**config.mk**
```make
export PLATFORM = sky130hd
export DESIGN_NAME = fib_seq_engine_flat
export DESIGN_NICKNAME = d
export VERILOG_FILES = /design/src/rtl/fib_seq_if.sv /design/src/rtl/fib_seq_engine.sv /design/src/flat_wrapper.sv
export SDC_FILE = /design/constraint.sdc
export NUM_CORES = 1
export LEC_CHECK = 0
export CAP_MARGIN = 20
export CORE_UTILIZATION = 30
export CTS_CLUSTER_SIZE = 12
export DETAILED_ROUTE_END_ITERATION = 12
export PLACE_DENSITY = 0.53
export REMOVE_ABC_BUFFERS = 1
export SLEW_MARGIN = 0
export SYNTH_ARGS = -nofsm -noshare
export SYNTH_HDL_FRONTEND = slang
export SYNTH_SLANG_ARGS = --single-unit
```
**constraint.sdc**
```tcl
create_clock -name clk -period 2.1 [get_ports clk]
set_input_delay 0.21 -clock clk [delete_from_list [all_inputs] [get_ports clk]]
set_output_delay 0.21 -clock clk [all_outputs]
set_load 0.005 [all_outputs]
```
**src/rtl/fib_seq_if.sv**
```systemverilog
// Command/result handshake bundle for fib_seq_engine: valid/ready command
// channel in, registered valid/ready result channel out, plus status.
interface fib_seq_if #(
  parameter int unsigned WIDTH = 8,
  parameter int unsigned CNT_W = 16
);
  logic             cmd_valid;
  logic             cmd_ready;
  logic [1:0]       cmd_op;
  logic [WIDTH-1:0] load_a;
  logic [WIDTH-1:0] load_b;
  logic             out_valid;
  logic             out_ready;
  logic [WIDTH-1:0] out_data;
  logic             ovf;
  logic [CNT_W-1:0] step_cnt;

  modport master (
    output cmd_valid, cmd_op, load_a, load_b, out_ready,
    input  cmd_ready, out_valid, out_data, ovf, step_cnt
  );

  modport slave (
    input  cmd_valid, cmd_op, load_a, load_b, out_ready,
    output cmd_ready, out_valid, out_data, ovf, step_cnt
  );
endinterface

```
**src/rtl/fib_seq_engine.sv**
```systemverilog
// Fibonacci pair engine: PEEK/STEP/LOAD/RESTART commands update (a,b) and
// return the new a through a one-entry registered output stage.
module fib_seq_engine #(
  parameter int unsigned WIDTH    = 8,
  parameter int unsigned CNT_W    = 16,
  parameter int unsigned SEED0    = 0,
  parameter int unsigned SEED1    = 1,
  parameter bit          SATURATE = 1'b0
) (
  input logic     clk,
  input logic     rst,
  fib_seq_if.slave bus
);

  localparam logic [1:0] OpPeek    = 2'b00;
  localparam logic [1:0] OpStep    = 2'b01;
  localparam logic [1:0] OpLoad    = 2'b10;
  localparam logic [1:0] OpRestart = 2'b11;

  localparam logic [WIDTH-1:0] Seed0  = WIDTH'(SEED0);
  localparam logic [WIDTH-1:0] Seed1  = WIDTH'(SEED1);
  localparam logic [CNT_W-1:0] CntMax = {CNT_W{1'b1}};

  logic [WIDTH-1:0] a_q, a_d;
  logic [WIDTH-1:0] b_q, b_d;
  logic             ovf_q, ovf_d;
  logic [CNT_W-1:0] cnt_q, cnt_d;
  logic             out_valid_q, out_valid_d;
  logic [WIDTH-1:0] out_data_q, out_data_d;

  logic             accept;
  logic [WIDTH:0]   sum;

  // A pending beat only blocks new commands while the consumer stalls.
  assign bus.cmd_ready = !out_valid_q || bus.out_ready;
  assign accept        = bus.cmd_valid && bus.cmd_ready;
  assign sum           = {1'b0, a_q} + {1'b0, b_q};

  always_comb begin
    a_d         = a_q;
    b_d         = b_q;
    ovf_d       = ovf_q;
    cnt_d       = cnt_q;
    out_valid_d = out_valid_q;
    out_data_d  = out_data_q;

    if (accept) begin
      case (bus.cmd_op)
        OpPeek: ;
        OpStep: begin
          a_d = b_q;
          if (sum[WIDTH]) begin
            ovf_d = 1'b1;
            b_d   = SATURATE ? {WIDTH{1'b1}} : sum[WIDTH-1:0];
          end else begin
            b_d = sum[WIDTH-1:0];
          end
          if (cnt_q != CntMax) cnt_d = cnt_q + 1'b1;
        end
        OpLoad: begin
          a_d   = bus.load_a;
          b_d   = bus.load_b;
          ovf_d = 1'b0;
          cnt_d = '0;
        end
        OpRestart: begin
          a_d   = Seed0;
          b_d   = Seed1;
          ovf_d = 1'b0;
          cnt_d = '0;
        end
        default: ;
      endcase
      out_data_d  = a_d;
      out_valid_d = 1'b1;
    end else if (out_valid_q && bus.out_ready) begin
      out_valid_d = 1'b0;
    end
  end

  always_ff @(posedge clk) begin
    if (rst) begin
      a_q         <= Seed0;
      b_q         <= Seed1;
      ovf_q       <= 1'b0;
      cnt_q       <= '0;
      out_valid_q <= 1'b0;
      out_data_q  <= '0;
    end else begin
      a_q         <= a_d;
      b_q         <= b_d;
      ovf_q       <= ovf_d;
      cnt_q       <= cnt_d;
      out_valid_q <= out_valid_d;
      out_data_q  <= out_data_d;
    end
  end

  assign bus.out_valid = out_valid_q;
  assign bus.out_data  = out_data_q;
  assign bus.ovf       = ovf_q;
  assign bus.step_cnt  = cnt_q;

endmodule

```
**src/flat_wrapper.sv**
```systemverilog
// flat-port wrapper written by rule: the top's interface ports become plain ports
module fib_seq_engine_flat 
#(
  parameter int unsigned WIDTH    = 8,
  parameter int unsigned CNT_W    = 16,
  parameter int unsigned SEED0    = 0,
  parameter int unsigned SEED1    = 1,
  parameter bit          SATURATE = 1'b0
)
  (clk, rst, bus_cmd_valid, bus_cmd_op, bus_load_a, bus_load_b, bus_out_ready, bus_cmd_ready, bus_out_valid, bus_out_data, bus_ovf, bus_step_cnt);
  fib_seq_if #(.WIDTH(WIDTH), .CNT_W(CNT_W)) bus_i ();
  input logic clk;
  input logic rst;
  input wire logic [$bits(bus_i.cmd_valid)-1:0] bus_cmd_valid;
  input wire logic [$bits(bus_i.cmd_op)-1:0] bus_cmd_op;
  input wire logic [$bits(bus_i.load_a)-1:0] bus_load_a;
  input wire logic [$bits(bus_i.load_b)-1:0] bus_load_b;
  input wire logic [$bits(bus_i.out_ready)-1:0] bus_out_ready;
  output wire logic [$bits(bus_i.cmd_ready)-1:0] bus_cmd_ready;
  output wire logic [$bits(bus_i.out_valid)-1:0] bus_out_valid;
  output wire logic [$bits(bus_i.out_data)-1:0] bus_out_data;
  output wire logic [$bits(bus_i.ovf)-1:0] bus_ovf;
  output wire logic [$bits(bus_i.step_cnt)-1:0] bus_step_cnt;
  assign bus_i.cmd_valid = bus_cmd_valid;
  assign bus_i.cmd_op = bus_cmd_op;
  assign bus_i.load_a = bus_load_a;
  assign bus_i.load_b = bus_load_b;
  assign bus_i.out_ready = bus_out_ready;
  assign bus_cmd_ready = bus_i.cmd_ready;
  assign bus_out_valid = bus_i.out_valid;
  assign bus_out_data = bus_i.out_data;
  assign bus_ovf = bus_i.ovf;
  assign bus_step_cnt = bus_i.step_cnt;
  fib_seq_engine #(.WIDTH(WIDTH), .CNT_W(CNT_W), .SEED0(SEED0), .SEED1(SEED1), .SATURATE(SATURATE)) u_core (.clk(clk), .rst(rst), .bus(bus_i));
endmodule
```
==> summary.md <==
| Metric | Value |
|---|---|
| Status | completed |
| Postcts setup bufs | 0 |
| Fraction of layout cells with a size suffix above 1 | 13.4% |
| Mapped Cells | 248 |
| Wirelength, routed | 5460 µm |
| Slew headroom | 67.4% |
| IO Port Bufs | 48 |
| H-tree level count | 2 |
| Largest delay share family, worst path | simple AND/OR/NAND/NOR gates |
| Sw Ratio | 26.9% |
| RSZ-0062 raised after global routing | no |
| Hold Path Stages | 2 |
| Slew Viols, Final | 0 |
| Critical path depth | 6 |
| Core Rows | 29 |
| Final Cycle Share | 91.8% |
| Clk Latency, worst-skew pair | 0.29 ns |
| Critical path arrival | 2.11 ns |
| Comb pwr share | 19.8% |
| Core box area | 6390 µm² |
| VDD IR-drop max | 0.254 mV |
| CTS Buf Count | 5 |
| Sequential Power Share | 43.5% |
| First-pass GRT wire length | 9260 µm |
| Worst hold path class | flip-flop to flip-flop |
| Worst-case clock buffer depth | 2 |
| WP data required | 2.28 ns |
| Clock power frac | 36.7% |
| EDFF count, synth | 0 |
| WHS | 0.506 ns |
| Largest area contributor in the netlist | dfxtp_1 |
| Per-cell routed wire length | 14.0 µm |
| Initial DRC count | 63 |
| DRC Markers | 0 |
| Drt pass-1 iters | 4 |
| CP max-delay cell | or4b_4 |
| CTS tree | done |
| Clock Skew | 0.00356 ns |
| Vias per cell | 5.06 |
| Post-synthesis sequential area ratio | 34.3% |
| Total Power | 0.00161 W |
| ANT cells | 0 |
| Count of final setup violators | 0 |
| Net Sw Power | 0.000432 W |
| Final nets | 345 |
| Distinct cell type count after synthesis | 46 |
| Vias in the first global route | 1,898 |
| Clock slew at reported path FFs | 0.07 ns |
| Vias | 1,978 |
| Max-cap viol count | 0 |
| Max Clock Freq | 519 MHz |
| Pwr per Cell Area | 573 nW/µm² |
| Reg2reg path depth | 6 |
| Die Span X | 83.4 µm |
| Syn Std Cell Area | 1990 µm² |
| Top-count cell post-synth | nor2_1 |
| Starting Density | 31.1% |
| Crit path buf inv count | 0 |
| Most frequent cells after synthesis | 44 x nor2_1, 34 x dfxtp_1, 21 x nand2_1 |
| Worst Setup Path Type | flip-flop to flip-flop |
| Slew @ Worst Pin | 0.483 ns |
| DIE HEIGHT | 83.4 µm |
| Leak pwr | 1.03 nW |
| Root Buffer | clkbuf_8 |
| Internal | 0.00117 W |
| Setup crit end kind | flip-flop |
| Die ar. | 6950 µm² |
| Synth Register Bits | 34 |
| Synth top area share | 34.3% |
| Post-layout minimum cycle time | 1.93 ns |
| All-Layer GR Usage | 16.6% |
| Average cell area after synthesis | 8.01 µm² |
| Initial antenna violation count | 0 |
| Layout area overhead | 41.2% |
| Largest net degree at the start of global routing | 23 |
| Detailed Place HPWL | 3950 µm |
| Synth top area cells | dfxtp_1 34%, nor2_1 8.3%, xnor2_1 5.7% |
| Startpoint Class | flip-flop |
| Crit-path cells | ha_1 -> nand2_1 -> or4b_4 -> or3_1 -> o22ai_1 -> nor2_1 |
| Yosys Warn Count | 0 |
| Slowest stage delay, CP | 0.58 ns |
| Critical path fanouts, max | 7 |
| Fin. Hold Viols | 0 |
| Sink Count | 34 |
| Async S/R FF share, synth | 0% |
| IO Pins | 49 |
| Main synth FF type | dfxtp_1 |
| Global placement routability congestion | 0.787 |
| Remaining antenna violation count | 0 |
| Fillcell total | 657 |
| Aggregate global routing overflow | 0 |
==> sequential cells by signal (all words and copies together) (netlist names) <==
| register | cells |
|---|---|
| u_core.bus.step_cnt | 16 |
| u_core.b_q | 8 |
| u_core.bus.out_data | 8 |
| u_core.bus.out_valid | 1 |
| u_core.bus.ovf | 1 |
==> power groups by stage <==
stage	clock (W)	combinational [W]	sequential, W
final	0.000589	0.000318	0.000698
after detailed placement	0	0.000315	0.000712
after floorplan	0	0.000153	0.000710
after CTS	0.000606	0.000318	0.000697
after global placement	0	0.000313	0.000712
after global routing	0.000632	0.000355	0.000702
==> placed cells by master, fill, tap and decap left out, drive strengths merged, types with 2 or more instances in the layout <==
cell / instances
xor2: 2
dfxtp: 34
nand3: 6
ha: 9
buf: 23
and4: 2
clkdlybuf4s50: 48
o22ai: 5
nor2: 44
o21ai: 4
nand2: 21
nor3: 14
a21oi: 14
nor2b: 3
or3: 4
nor4: 7
clkbuf: 8
a211oi: 16
or4b: 2
nand3b: 2
nand4: 4
nand4b: 2
xnor2: 13
inv: 9
==> cell families after synthesis <==
family / synth area share, %
AOI/OAI and AO/OA: 17.0
xor gates and xnor gates: 6.62
adders and majority gates: 6.68
buffers and inverters: 4.66
DFF: 34.3
muxes: 0.504
and+or+nand+nor: 30.3
==> worst reg2reg max path, stage by stage, from the launching register on <==
cell	delay, ns
dfxtp_1	0.38
ha_1	0.19
nand2_1	0.08
or4b_4	0.58
or3_1	0.37
o22ai_1	0.18
nor2_1	0.05
==> layout make-up <==
class	instances	area (µm²)	share of cell area, %
inverters	10	37.5	1.34
flip-flops and latches	34	682	24.3
clock buffers	8	110	3.93
multi-input cells	191	1220	43.7
well taps	77	96.3	3.44
repair buffers	71	653	23.3
==> timing repair <==
action / CTS / global route
gates resized for setup: 0 / 6
hold endpoints to repair: 0 / 0
endpoints found under the setup margin: 0 / 4
hold buffers: 0 / 0
==> metrics by stage <==
stage	instance area (µm²)	instances	setup TNS (ns)	utilization (%)	setup WS, ns
2_1_floorplan	1930	235	0	-	0.151
3_3_place_gp	2680	383	-0.0598	42.0	-0.0442
3_5_place_dp	2680	383	-0.0859	42.0	-0.0615
4_1_cts	2790	391	0	43.7	0.00588
5_1_grt	2800	391	0	43.9	0.0481
6_report	2800	391	0	43.9	0.173
==> worst paths after layout <==
kind	slack [ns]	end	startpoint
setup / recovery	0.17	u_core.bus.step_cnt[12]$_SDFFE_PP0P_	u_core.bus.step_cnt[1]$_SDFFE_PP0P_
setup reg to reg	0.17	u_core.bus.step_cnt[12]$_SDFFE_PP0P_	u_core.bus.step_cnt[1]$_SDFFE_PP0P_
hold / removal	0.51	u_core.b_q[0]$_SDFFE_PP1P_	u_core.b_q[0]$_SDFFE_PP1P_
hold reg to reg	0.51	u_core.b_q[0]$_SDFFE_PP1P_	u_core.b_q[0]$_SDFFE_PP1P_
==> metal layers <==
layer	vias to the layer above	GRT usage [%]	routed length, µm
li1	1020	-	-
met1	915	21.7	2720
met2	34	26.7	2460
met3	9	3.68	169
met4	0	6.43	113
met5	-	0	0
Power figures use the tool's default switching activity.
